[src/rtl/muldiv_ctrl.sv]
// Multi-cycle MULT/MULTU/DIV/DIVU sequencer for the E stage: stalls the pipeline while iterating,
// then issues one HI/LO write. Define MULDIV_ITER_MUL_EN for a shift-add multiplier instead of a combinational one.
module muldiv_ctrl #(
  parameter int WIDTH = 32
) (
  input  logic             clk,
  input  logic             rst,
  input  logic             startE,
  input  logic [1:0]       opE,
  input  logic [WIDTH-1:0] srcaE,
  input  logic [WIDTH-1:0] srcbE,
  input  logic             cancelE,
  output logic             stall_mdE,
  output logic             hilo_we,
  output logic [WIDTH-1:0] hi_o,
  output logic [WIDTH-1:0] lo_o,
  output logic             busy,
  output logic             div0
);

  localparam int CW = (WIDTH > 1) ? $clog2(WIDTH) : 1;

  typedef enum logic [1:0] {
    S_IDLE = 2'd0,
`ifdef MULDIV_ITER_MUL_EN
    S_MUL  = 2'd1,
`endif
    S_DIV  = 2'd2,
    S_DONE = 2'd3
  } state_t;

  state_t           state_q, state_d;
  logic [CW-1:0]    cnt_q, cnt_d;
  logic [WIDTH-1:0] a_q, a_d;
  logic [WIDTH-1:0] b_q, b_d;
  logic [WIDTH-1:0] rem_q, rem_d;
  logic             neg_quo_q, neg_quo_d;
  logic             neg_rem_q, neg_rem_d;
  logic             is_div_q, is_div_d;
  logic             div0_q, div0_d;
`ifdef MULDIV_ITER_MUL_EN
  logic [2*WIDTH-1:0] acc_q, acc_d;
  logic [WIDTH:0]     mul_sum;
`endif

  logic             signed_op, a_neg, b_neg;
  logic [WIDTH-1:0] a_mag, b_mag;
  logic [WIDTH:0]   rem_sh;
  logic             no_borrow;
  logic [2*WIDTH-1:0] product;

  always_ff @(posedge clk) begin
    if (rst) begin
      state_q   <= S_IDLE;
      cnt_q     <= '0;
      a_q       <= '0;
      b_q       <= '0;
      rem_q     <= '0;
      neg_quo_q <= 1'b0;
      neg_rem_q <= 1'b0;
      is_div_q  <= 1'b0;
      div0_q    <= 1'b0;
`ifdef MULDIV_ITER_MUL_EN
      acc_q     <= '0;
`endif
    end else begin
      state_q   <= state_d;
      cnt_q     <= cnt_d;
      a_q       <= a_d;
      b_q       <= b_d;
      rem_q     <= rem_d;
      neg_quo_q <= neg_quo_d;
      neg_rem_q <= neg_rem_d;
      is_div_q  <= is_div_d;
      div0_q    <= div0_d;
`ifdef MULDIV_ITER_MUL_EN
      acc_q     <= acc_d;
`endif
    end
  end

  always_comb begin
    state_d   = state_q;
    cnt_d     = cnt_q;
    a_d       = a_q;
    b_d       = b_q;
    rem_d     = rem_q;
    neg_quo_d = neg_quo_q;
    neg_rem_d = neg_rem_q;
    is_div_d  = is_div_q;
    div0_d    = div0_q;
`ifdef MULDIV_ITER_MUL_EN
    acc_d     = acc_q;
    mul_sum   = '0;
`endif
    stall_mdE = 1'b0;
    hilo_we   = 1'b0;
    hi_o      = '0;
    lo_o      = '0;
    div0      = 1'b0;
    product   = '0;

    signed_op = ~opE[0];
    a_neg     = signed_op & srcaE[WIDTH-1];
    b_neg     = signed_op & srcbE[WIDTH-1];
    a_mag     = a_neg ? -srcaE : srcaE;
    b_mag     = b_neg ? -srcbE : srcbE;

    // a_q holds the dividend and collects quotient bits as it shifts out MSB first
    rem_sh    = {rem_q, a_q[WIDTH-1]};
    no_borrow = (rem_sh >= {1'b0, b_q});

    case (state_q)
      S_IDLE: begin
        if (startE && !cancelE) begin
          stall_mdE = 1'b1;
          a_d       = a_mag;
          b_d       = b_mag;
          rem_d     = '0;
          cnt_d     = '0;
          neg_quo_d = a_neg ^ b_neg;
          neg_rem_d = opE[1] & a_neg;
          is_div_d  = opE[1];
          div0_d    = 1'b0;
`ifdef MULDIV_ITER_MUL_EN
          acc_d     = '0;
`endif
          if (opE[1]) begin
            if (srcbE == '0) begin
              div0_d  = 1'b1;
              rem_d   = srcaE;
              state_d = S_DONE;
            end else begin
              state_d = S_DIV;
            end
          end else begin
`ifdef MULDIV_ITER_MUL_EN
            state_d = S_MUL;
`else
            state_d = S_DONE;
`endif
          end
        end
      end
      S_DIV: begin
        stall_mdE = 1'b1;
        rem_d     = no_borrow ? (rem_sh[WIDTH-1:0] - b_q) : rem_sh[WIDTH-1:0];
        a_d       = {a_q[WIDTH-2:0], no_borrow};
        cnt_d     = cnt_q + 1'b1;
        if (cnt_q == CW'(WIDTH-1)) state_d = S_DONE;
      end
`ifdef MULDIV_ITER_MUL_EN
      S_MUL: begin
        stall_mdE = 1'b1;
        mul_sum   = {1'b0, acc_q[2*WIDTH-1:WIDTH]} + {1'b0, (b_q[0] ? a_q : {WIDTH{1'b0}})};
        acc_d     = {mul_sum, acc_q[WIDTH-1:1]};
        b_d       = {1'b0, b_q[WIDTH-1:1]};
        cnt_d     = cnt_q + 1'b1;
        if (cnt_q == CW'(WIDTH-1)) state_d = S_DONE;
      end
`endif
      S_DONE: begin
        hilo_we = 1'b1;
        state_d = S_IDLE;
        if (div0_q) begin
          div0 = 1'b1;
          lo_o = '1;
          hi_o = rem_q;
        end else if (is_div_q) begin
          lo_o = neg_quo_q ? -a_q : a_q;
          hi_o = neg_rem_q ? -rem_q : rem_q;
        end else begin
`ifdef MULDIV_ITER_MUL_EN
          product = acc_q;
`else
          product = {{WIDTH{1'b0}}, a_q} * {{WIDTH{1'b0}}, b_q};
`endif
          if (neg_quo_q) product = -product;
          hi_o = product[2*WIDTH-1:WIDTH];
          lo_o = product[WIDTH-1:0];
        end
      end
      default: state_d = S_IDLE;
    endcase

    // A flush kills the operation outright: no stall, no write, back to idle
    if (cancelE) begin
      state_d   = S_IDLE;
      stall_mdE = 1'b0;
      hilo_we   = 1'b0;
      div0      = 1'b0;
      hi_o      = '0;
      lo_o      = '0;
    end
  end

  assign busy = (state_q != S_IDLE);

endmodule
[config.mk]
export PLATFORM = sky130hd
export DESIGN_NAME = muldiv_ctrl
export DESIGN_NICKNAME = d
export VERILOG_FILES = /design/src/rtl/muldiv_ctrl.sv
export SDC_FILE = /design/constraint.sdc
export NUM_CORES = 2
export LEC_CHECK = 0
export ABC_AREA = 1
export ABC_CLOCK_PERIOD_IN_PS = 8350
export CAP_MARGIN = 10
export CORE_UTILIZATION = 55
export DETAILED_ROUTE_END_ITERATION = 10
export GPL_TIMING_DRIVEN = 0
export HOLD_SLACK_MARGIN = 0.1
export PLACE_DENSITY_LB_ADDON = 0.05
export SLEW_MARGIN = 40
export SYNTH_ARGS = -nofsm -noshare
export SYNTH_HDL_FRONTEND = slang
export SYNTH_SLANG_ARGS = --single-unit
export TNS_END_PERCENT = 20
[constraint.sdc]
create_clock -name clk -period 8.35 [get_ports clk]
set_input_delay 1.2525 -clock clk [delete_from_list [all_inputs] [get_ports clk]]
set_output_delay 1.2525 -clock clk [all_outputs]
set_load 0.1 [all_outputs]
==> summary.md <==
| Metric | Value |
|---|---|
| Num ports | `138` |
| Violated checks | `negative setup slack` |
| Register bit total from synthesis | `107` |
| Via density per instance | `5.92` |
| Die Height | `302 microns` |
| Clock latency on the worst-skew pair | `0.37 ns` |
| Die X | `302 microns` |
| Fillers | `7580` |
| Syn Std Cell Area | `49400 sq um` |
| WP data arrival | `8.42 ns` |
| Drt wl/cell | `26.8 microns` |
| Worst EP required | `7.10 ns` |
| Placement Rows | `109` |
| Library cells used by synthesis | `61` |
| Reg-to-Reg Start | `b_q[1]` |
| Placeable core area | `88600 sq um` |
| Xor/xnor share of the synthesized area | `0.0103` |
| Synth Net Count | `8687` |
| Asr flop ratio synth | `0` |
| Synth Area in Compound Gates | `0.0811` |
| All-layer global routing usage | `0.513` |
| Max VDD drop | `0.000243 V` |
| Number of synthesized flops with an enable pin | `0` |
| CTS sink cnt | `107` |
| Port bufs | `136` |
| DRT Wirelength | `238 mm` |
| CTS buffer count | `9` |
| R2r endpoint | `rem_q[14]` |
| Area leader, netlist | `fa_1` |
| Worst slew pin tran | `0.956 ns` |
| Crit-path max cell delay | `0.59 ns` |
| Vias after detailed routing | `52663` |
| First-pass GRT wire length | `334 mm` |
| Layout cells sized above 1 | `0.173` |
| Kind of critical path | `register to output port` |
| Pins Over Slew Limit | `0` |
| Post-synthesis mux area share | `0` |
| Pwr Density | `164 nW/um^2` |
| Max Fclk | `103 MHz` |
| Simple-Gate Fraction of Synth Area | `0.243` |
| Post-synthesis sequential area ratio | `0.0433` |
| Static Leak | `34.4 nW` |
| Top post-synthesis cells by area | `fa_1 36%, nand2_1 16%, inv_1 15%` |
| Clk slew on worst S/H paths | `0.08 ns` |
| CP max stage cell | `dfxtp_4` |
| Initial antenna violation count | `8` |
| Post-synthesis cell count | `7417` |
| Hpwl dp | `190 mm` |
| CP max FO | `7` |
| Largest family of logic cells by synthesized area | `adder cells` |
| Pin count of the biggest net entering global routing | `20` |
| GRT overflow | `0` |
| Worst reg-to-reg setup slack | `3.92 ns` |
| Final layout net count | `8985` |
| CP Launch Type | `register` |
| Top cells by count, synth | `2130 x nand2_1, 2012 x inv_1, 897 x fa_1, 351 x nor2_1, 309 x o21ai_0` |
| Placed insts | `8718` |
| Crit-path most repeated cell | `nand2_1` |
| Detailed Route Iter0 Violations | `6910` |
| H-tree depth | `3` |
| Initial core utilization | `0.558` |
| Vias in the first global route | `51262` |
| Placer Congestion | `1.07` |
| Crit. Startpoint | `a_q[10]` |
| ANT nets after route | `0` |
| Main synth FF type | `dfxtp_1` |
| CTS Buffer Depth | `2` |
| Syn_area_per_cell | `6.67 sq um` |
| Fin crit period | `9.67 ns` |
| Crit path to | `hi_o[26]` |
| Endpoints failing setup | `53` |
| Final Hold Viols | `0` |
| Unrepaired setup endpoints after global routing | `yes` |
| Final core occ | `0.677` |
| Drt pass-1 iters | `10` |
| Post-route setup slack | `-1.32 ns` |
| Hold buffers post-CTS | `0` |
| Tot Pwr | `9.84 mW` |
| FF-to-FF path depth | `18` |
| Clk_skew | `0.0123 ns` |
| Outcome | `finished, violations left` |
| Die ar. | `91100 sq um` |
| Hold/Removal Path Class | `register to register` |
| Root buf cell | `clkbuf_16` |
| Yosys warns | `0` |
| Relative slew margins | `0.356` |
| Area growth from synthesis to layout | `21.4%` |
| DR DRC count | `0` |
| Multi-input gate area | `41600 sq um` |
| Max cap viols | `0` |
| Non-filler cells, final | `8890` |
| CTS tree | `yes` |
| Period utilization | `1.16` |
| Register area | `2280 sq um` |
| CP endpoint kind | `output port` |
| Adder-cell share of the synthesized area | `0.440` |
| Share of the synthesized area in the top cell type | `0.363` |
| Most common cell in the netlist | `nand2_1` |
[flip-flops by register name, indices dropped and copies added, names as in the netlist]
register   count
div0_q         1
a_q           32
rem_q         32
b_q           32
neg_rem_q      1
state_q        2
neg_quo_q      1
cnt_q          5
is_div_q       1
[worst min-delay path by stage]
stage,start,endpoint,slack (ns),cells past startpoint
4_1_cts,cnt_q[3],cnt_q[3],0.49,1
3_3_place_gp,cnt_q[4],cnt_q[4],0.45,2
3_5_place_dp,cnt_q[3],cnt_q[3],0.48,1
2_1_floorplan,cnt_q[3],cnt_q[3],0.44,1
6_report,cnt_q[3],cnt_q[3],0.50,1
5_1_grt,cnt_q[1],cnt_q[1],0.52,2
[metrics by stage]
stage / area (sq um) / setup slack (ns) / TNS [ns] / hold WS (ns)
4_1_cts: 57000 / -1.23 / -50.31 / 0.486
2_1_floorplan: 49800 / -0.439 / -9.14 / 0.436
5_1_grt: 60000 / -1.42 / -62.11 / 0.525
3_5_place_dp: 52400 / -2.61 / -105.73 / 0.476
6_report: 60000 / -1.32 / -54.84 / 0.501
3_3_place_gp: 52600 / -3.59 / -155.55 / 0.452
[cells in the final DEF (no fill, tap or decap), drive strengths merged, types with 14 or more instances in the layout]
master and instances:
clkbuf 238, fa 897, xnor2 34, inv 2020, o221ai 18, a21oi 264
ha 303, clkdlybuf4s50 68, nand4 45, nand3 274, o21ai 320, nand3b 17
nand2 2163, a31oi 37, dfxtp 107, nor4 14, nor3 48, nor2 371
o211ai 23, buf 345, xor2 24
[worst max-delay path: cells and delay by family, from the launching register on]
family | cells | cell delay [ns]
buf+inv | 6 | 0.79
flops | 1 | 0.59
fa+ha+maj | 9 | 4.48
simple gates | 19 | 2.15
[where the power goes]
| part | switching, mW | internal (mW) |
|---|---|---|
| Sequential | 0.116 | 0.548 |
| Combinational | 5.66 | 3.04 |
| Clock | 0.237 | 0.240 |
| Total | 6.01 | 3.83 |
[final cells by class]
type	count	area share
Sequential cell	107	0.0380
Clock inverter	7	0.00140
Tap cell	1165	0.0243
Buffer	323	0.0603
Inverter	2021	0.126
Antenna cell	5	0.000208
Clock buffer	9	0.00375
Multi-Input combinational cell	4932	0.693
Timing Repair Buffer	321	0.0524
[repair_timing]
item,4_1_cts,5_1_grt
setup buffers,72,112
gates resized for setup,1047,673
endpoints found under the setup margin,56,54
pin swaps,89,281
cloned,1,1
[routing by layer]
layer / track usage / up-vias / wire length (microns) / share of wire
li1: - / 22269 / - / -
met1: 0.598 / 25066 / 79400 / 0.33
met2: 0.750 / 4031 / 97600 / 0.41
met3: 0.173 / 1281 / 32700 / 0.14
met4: 0.457 / 16 / 27900 / 0.12
met5: 0.00880 / - / 241 / 0.0010
[cells by family (layout without fill, tap and decap cells)]
group	Yosys count	count (layout)
AO/OA/AOI/OAI	725	725
XOR/XNOR	58	58
adder cells (fa/ha/maj)	1200	1200
buffers and inverters	2378	2681
flip-flops	107	107
other	0	5
AND/OR/NAND/NOR	2949	2949
(Power assumes the default switching activity.)
